<file path="config.mk">
export PLATFORM = sky130hd
export DESIGN_NAME = mismatch_monitor
export DESIGN_NICKNAME = d
export VERILOG_FILES = /design/src/rtl/mismatch_monitor.sv
export SDC_FILE = /design/constraint.sdc
export NUM_CORES = 1
export LEC_CHECK = 0
export ABC_AREA = 1
export CORE_ASPECT_RATIO = 1.75
export CORE_MARGIN = 10
export CORE_UTILIZATION = 35
export CTS_BUF_LIST = sky130_fd_sc_hd__clkbuf_16
export DETAILED_ROUTE_END_ITERATION = 10
export GPL_TIMING_DRIVEN = 0
export PLACE_DENSITY_LB_ADDON = 0.3
export REMOVE_ABC_BUFFERS = 1
export SYNTH_ARGS = -nofsm -noshare
export SYNTH_HDL_FRONTEND = slang
export SYNTH_SLANG_ARGS = --single-unit
</file>
<file path="constraint.sdc">
create_clock -name clk -period 2.2 [get_ports clk]
set_input_delay 0.33 -clock clk [delete_from_list [all_inputs] [get_ports clk]]
set_output_delay 0.33 -clock clk [all_outputs]
set_load 0.05 [all_outputs]
</file>
<file path="src/rtl/mismatch_monitor.sv">
// mismatch_monitor: compares NCH channels of observed vs expected data per
// accepted beat, reports per-channel mismatches one cycle later, and keeps
// sticky error status plus saturating beat/error statistics.
module mismatch_monitor #(
  parameter int WIDTH       = 32,
  parameter int NCH         = 4,
  parameter int CNT_W       = 16,
  parameter int HALT_ON_ERR = 1,
  localparam int CH_W       = (NCH > 1) ? $clog2(NCH) : 1
) (
  input  logic                 clk,
  input  logic                 rst_n,
  input  logic                 start,
  input  logic                 clr,
  input  logic                 test_mode,
  input  logic [NCH-1:0]       ch_en,
  input  logic                 in_valid,
  output logic                 in_ready,
  input  logic [NCH*WIDTH-1:0] a_data,
  input  logic [NCH*WIDTH-1:0] b_data,
  output logic                 res_valid,
  output logic [NCH-1:0]       mismatch_vec,
  output logic                 err_flag,
  output logic [CH_W-1:0]      first_err_ch,
  output logic [CNT_W-1:0]     beat_cnt,
  output logic [CNT_W-1:0]     err_cnt,
  output logic [1:0]           state
);

  localparam logic [1:0] IDLE   = 2'd0;
  localparam logic [1:0] ACTIVE = 2'd1;
  localparam logic [1:0] HALT   = 2'd2;

  logic            accept;
  logic            any_err;
  logic            found;
  logic [NCH-1:0]  cmp_vec;
  logic [CH_W-1:0] low_ch;

  // Ready depends on clr combinationally so clr always wins over acceptance.
  assign in_ready = (state == ACTIVE) && !clr;
  assign accept   = in_valid && in_ready;
  assign any_err  = |cmp_vec;

  // Per-channel compare; self-test forces channel 0 regardless of its enable.
  always_comb begin
    cmp_vec = '0;
    for (int unsigned i = 0; i < NCH; i++) begin
      cmp_vec[i] = ch_en[i] && (a_data[i*WIDTH +: WIDTH] != b_data[i*WIDTH +: WIDTH]);
    end
    if (test_mode) cmp_vec[0] = 1'b1;
  end

  // Lowest mismatching channel index of the current beat.
  always_comb begin
    low_ch = '0;
    found  = 1'b0;
    for (int unsigned i = 0; i < NCH; i++) begin
      if (cmp_vec[i] && !found) begin
        low_ch = CH_W'(i);
        found  = 1'b1;
      end
    end
  end

  // Control FSM: clr returns to IDLE from anywhere; HALT is left only via clr.
  always_ff @(posedge clk or negedge rst_n) begin
    if (!rst_n) begin
      state <= IDLE;
    end else if (clr) begin
      state <= IDLE;
    end else begin
      case (state)
        IDLE:    if (start) state <= ACTIVE;
        ACTIVE:  if (accept && any_err && (HALT_ON_ERR != 0)) state <= HALT;
        HALT:    state <= HALT;
        default: state <= IDLE;
      endcase
    end
  end

  // Result strobe and mismatch vector, held until the next accepted beat.
  always_ff @(posedge clk or negedge rst_n) begin
    if (!rst_n) begin
      res_valid    <= 1'b0;
      mismatch_vec <= '0;
    end else if (clr) begin
      res_valid    <= 1'b0;
      mismatch_vec <= '0;
    end else begin
      res_valid <= accept;
      if (accept) mismatch_vec <= cmp_vec;
    end
  end

  // Sticky error, first failing channel, and saturating statistics.
  always_ff @(posedge clk or negedge rst_n) begin
    if (!rst_n) begin
      err_flag     <= 1'b0;
      first_err_ch <= '0;
      beat_cnt     <= '0;
      err_cnt      <= '0;
    end else if (clr) begin
      err_flag     <= 1'b0;
      first_err_ch <= '0;
      beat_cnt     <= '0;
      err_cnt      <= '0;
    end else if (accept) begin
      if (beat_cnt != '1) beat_cnt <= beat_cnt + CNT_W'(1);
      if (any_err) begin
        if (err_cnt != '1) err_cnt <= err_cnt + CNT_W'(1);
        if (!err_flag) begin
          err_flag     <= 1'b1;
          first_err_ch <= low_ch;
        end
      end
    end
  end

endmodule

</file>
==> run summary <==
Final WL -> 18.1 mm
Area of the multi-input gates -> 2950 µm²
Die X -> 103 µm
CP top delay family -> simple AND/OR/NAND/NOR gates
Outcome -> finished clean
Final hold violation count -> 0
Worst slew pin tran -> 0.599 ns
Worst setup margin -> 0.129 ns
Max frequency -> 0.483 GHz
Critical Path AT -> 2.25 ns
Critical Path Max Stage Delay -> 0.40 ns
ANT nets after route -> 0
Total global-route track usage -> 0.203
Mapped Avg Cell Area -> 6.46 µm²
Register area -> 1050 µm²
Area delta synth->final -> 84.5%
PortBufs -> 308
Clk sinks -> 42
Initial Utilization -> 0.355
Fillcell total -> 1027
Post-synthesis cell area -> 4240 µm²
Highest metal layer with signal wires -> met4
Crit path capture type -> register
Non-filler instance count after layout -> 1119
Unrepaired setup endpoints after global routing -> true
Placed instance area -> 7460 µm²
# setup viols final -> 0
Max Cap Viol -> 0
Worst reg2reg startpoint -> state[1]
Worst hold path type -> in2async
Layout cell share with drive strength beyond 1 -> 0.0533
Post-synth top area share -> 0.248
Hold_ws -> 0.480 ns
Initial antenna violation count -> 5
Asr flop ratio synth -> 1.00
DR WL/cell -> 16.2 µm
Die area -> 17100 µm²
H-tree lvl count -> 2
Clk root buf -> clkbuf_16
Synth Instances -> 656
Global-route wire length before repair -> 26.6 mm
Clk pin slew, worst setup/hold paths -> 0.06 ns
Top cell by count, worst path -> inv_1
Sequential share of the synthesized area -> 0.248
Routed wl met3 -> 1.99 mm
Vias -> 5162
Initial DRT Pass Iterations -> 4
R2r setup slk -> 0.13 ns
Primary FF master, synth -> dfrtp_1
Critical path startpoint category -> register
Pleak -> 3.43 nW
Yosys warns -> 0
Crit Path Category -> reg2reg
Worst-path cell chain -> inv_1 > ha_1 > inv_1 > nor2_4 > nand2_4 > nand2_4 > nand4_1 > nor2_4 > inv_1 > nor3_4 > nand2_1 > o21ai_1 > nor2_1
RR Endpoint -> beat_cnt[15]
Synth unique cells -> 32
Initial DRC Count -> 146
Ports -> 309
Die Height -> 166 µm
Placed cell count -> 1095
Worst VDD drop -> 0.000254 V
Yosys top cell by area -> dfrtp_1
Core Box Area -> 11900 µm²
Synth top area cells -> dfrtp_1, nand2_1, xnor2_1
Slew HR -> 0.600
Met1 WL -> 5.58 mm
Grt total ovfl -> 0
CP bufs+invs -> 3
Floorplan row count -> 53
Pwr Density -> 406 nW/µm²
Worst-case reg-to-reg path depth -> 13
Crit share post-route -> 0.941
Critical Path RT -> 2.38 ns
Clock buffer depth -> 2
Setup WS pre-CTS -> -1.04 ns
Layout Nets -> 1246
Vias in the first global route -> 5122
Final instance area -> 7820 µm²
Remaining routing DRC violations -> 0
Count of pins over their slew limit -> 0
Detailed Place HPWL -> 15.9 mm
Clock Latency Late Sink -> 0.29 ns
Crit path max fanout -> 5
CTS buffer count -> 5
CTS tree -> yes
Gpl congestion -> 0.879
Slowest CP cell -> dfrtp_1
Min cycle time layout -> 2.07 ns
Vias/cell -> 4.61
Setup Skew -> 0.00585 ns
Post-synth EDFFs -> 0
Largest net degree at the start of global routing -> 30
Power consumption -> 3.18 mW
Synth Register Bits -> 42
WL met2 -> 9.95 mm
[power breakdown]
| group | switching (mW) | internal [mW] | total (mW) |
|---|---|---|---|
| sequential | 0.0519 | 0.828 | 0.880 |
| combinational | 0.672 | 0.764 | 1.44 |
| clock | 0.324 | 0.538 | 0.861 |
[state kept, by name, indices dropped and copies added (netlist names)]
signal / flops
res_valid: 1
first_err_ch: 2
state: 2
err_flag: 1
mismatch_vec: 4
err_cnt: 16
beat_cnt: 16
[cell usage in the layout, fill, tap and decap left out, types with 2 or more instances in the layout]
cell type,count
nand2_8,2
clkdlybuf4s50_1,304
nand2_2,7
nand2_4,6
inv_1,80
clkbuf_16,5
nand3_1,32
ha_1,5
nand3_2,2
diode_2,6
nand2_1,206
nor3_4,2
buf_4,5
nand3b_4,2
or2_0,4
nor2_1,84
nor2_4,5
o211a_1,2
nand4_1,7
xnor2_1,80
dfrtp_1,42
inv_2,2
nor2_2,5
nor3_1,10
xor2_1,27
a21oi_1,15
o21ai_0,17
[synthesized netlist by cell type, types with 2 or more instances]
| cell type | instances |
|---|---|
| nand3_1 | 32 |
| inv_2 | 3 |
| buf_6 | 2 |
| inv_1 | 80 |
| xor2_1 | 27 |
| nor2_2 | 4 |
| or2_0 | 4 |
| nor2_1 | 86 |
| nor3_1 | 10 |
| ha_1 | 5 |
| nand2_1 | 210 |
| nand4_1 | 7 |
| o21ai_0 | 18 |
| nor2_4 | 4 |
| o211a_1 | 2 |
| nand2_4 | 2 |
| clkbuf_1 | 3 |
| nand2_2 | 6 |
| xnor2_1 | 81 |
| a21oi_1 | 15 |
| dfrtp_1 | 42 |
| buf_2 | 2 |
| nand3_2 | 2 |
[per-stage QoR]
stage                     utilization  TNS, ns
after global routing            0.655   -0.168
after CTS                       0.640  -0.0328
after floorplan                     -    -1.28
final                           0.655        0
after detailed placement        0.625   -19.97
after global placement          0.624   -31.75
[per-layer routing]
| metal | global-route usage | up-vias |
|---|---|---|
| met4 | 0.0902 | 0 |
| met1 | 0.185 | 2227 |
| met3 | 0.0829 | 36 |
| met2 | 0.378 | 239 |
| met5 | 0 | - |
| li1 | - | 2660 |
[cell families (layout without fill, tap and decap cells)]
kind of cell / after synthesis / after routing / synth area share
AOI/OAI and AO/OA: 39 / 39 / 0.0511
xor gates and xnor gates: 108 / 108 / 0.223
adders and majority gates: 5 / 5 / 0.0148
buffers and inverters: 90 / 406 / 0.0839
DFF: 42 / 42 / 0.248
other: 0 / 6 / 0
and+or+nand+nor: 372 / 376 / 0.379
[repair_timing]
action                     4_1_cts  5_1_grt
hold endpoints to repair        13        0
gates cloned                     0        4
buffers inserted                 0        5
pin swaps                        0        8
hold buffers                     1        0
gates resized for setup          5       18
setup endpoints to repair       35       21
[area by class of cell]
| cell class | count | share of cell area |
|---|---|---|
| multi-input combinational | 528 | 0.377 |
| timing repair buffer | 315 | 0.403 |
| sequential | 42 | 0.134 |
| tap | 137 | 0.0219 |
| clock buffer | 5 | 0.0160 |
| clock inverter | 3 | 0.00560 |
| antenna | 6 | 0.00192 |
| inverter | 83 | 0.0402 |
[how the worst max path moves through the flow]
stage,startpoint,endpoint,depth (start not counted)
CTS,state[1],beat_cnt[15],13
finish,state[1],beat_cnt[15],13
floorplan,state[1],beat_cnt[15],13
detailed placement,clr,beat_cnt[15],10
global placement,clr,beat_cnt[15],10
global route,b_data[36],err_cnt[8],17
No activity file was read; power rests on OpenSTA's default activity.
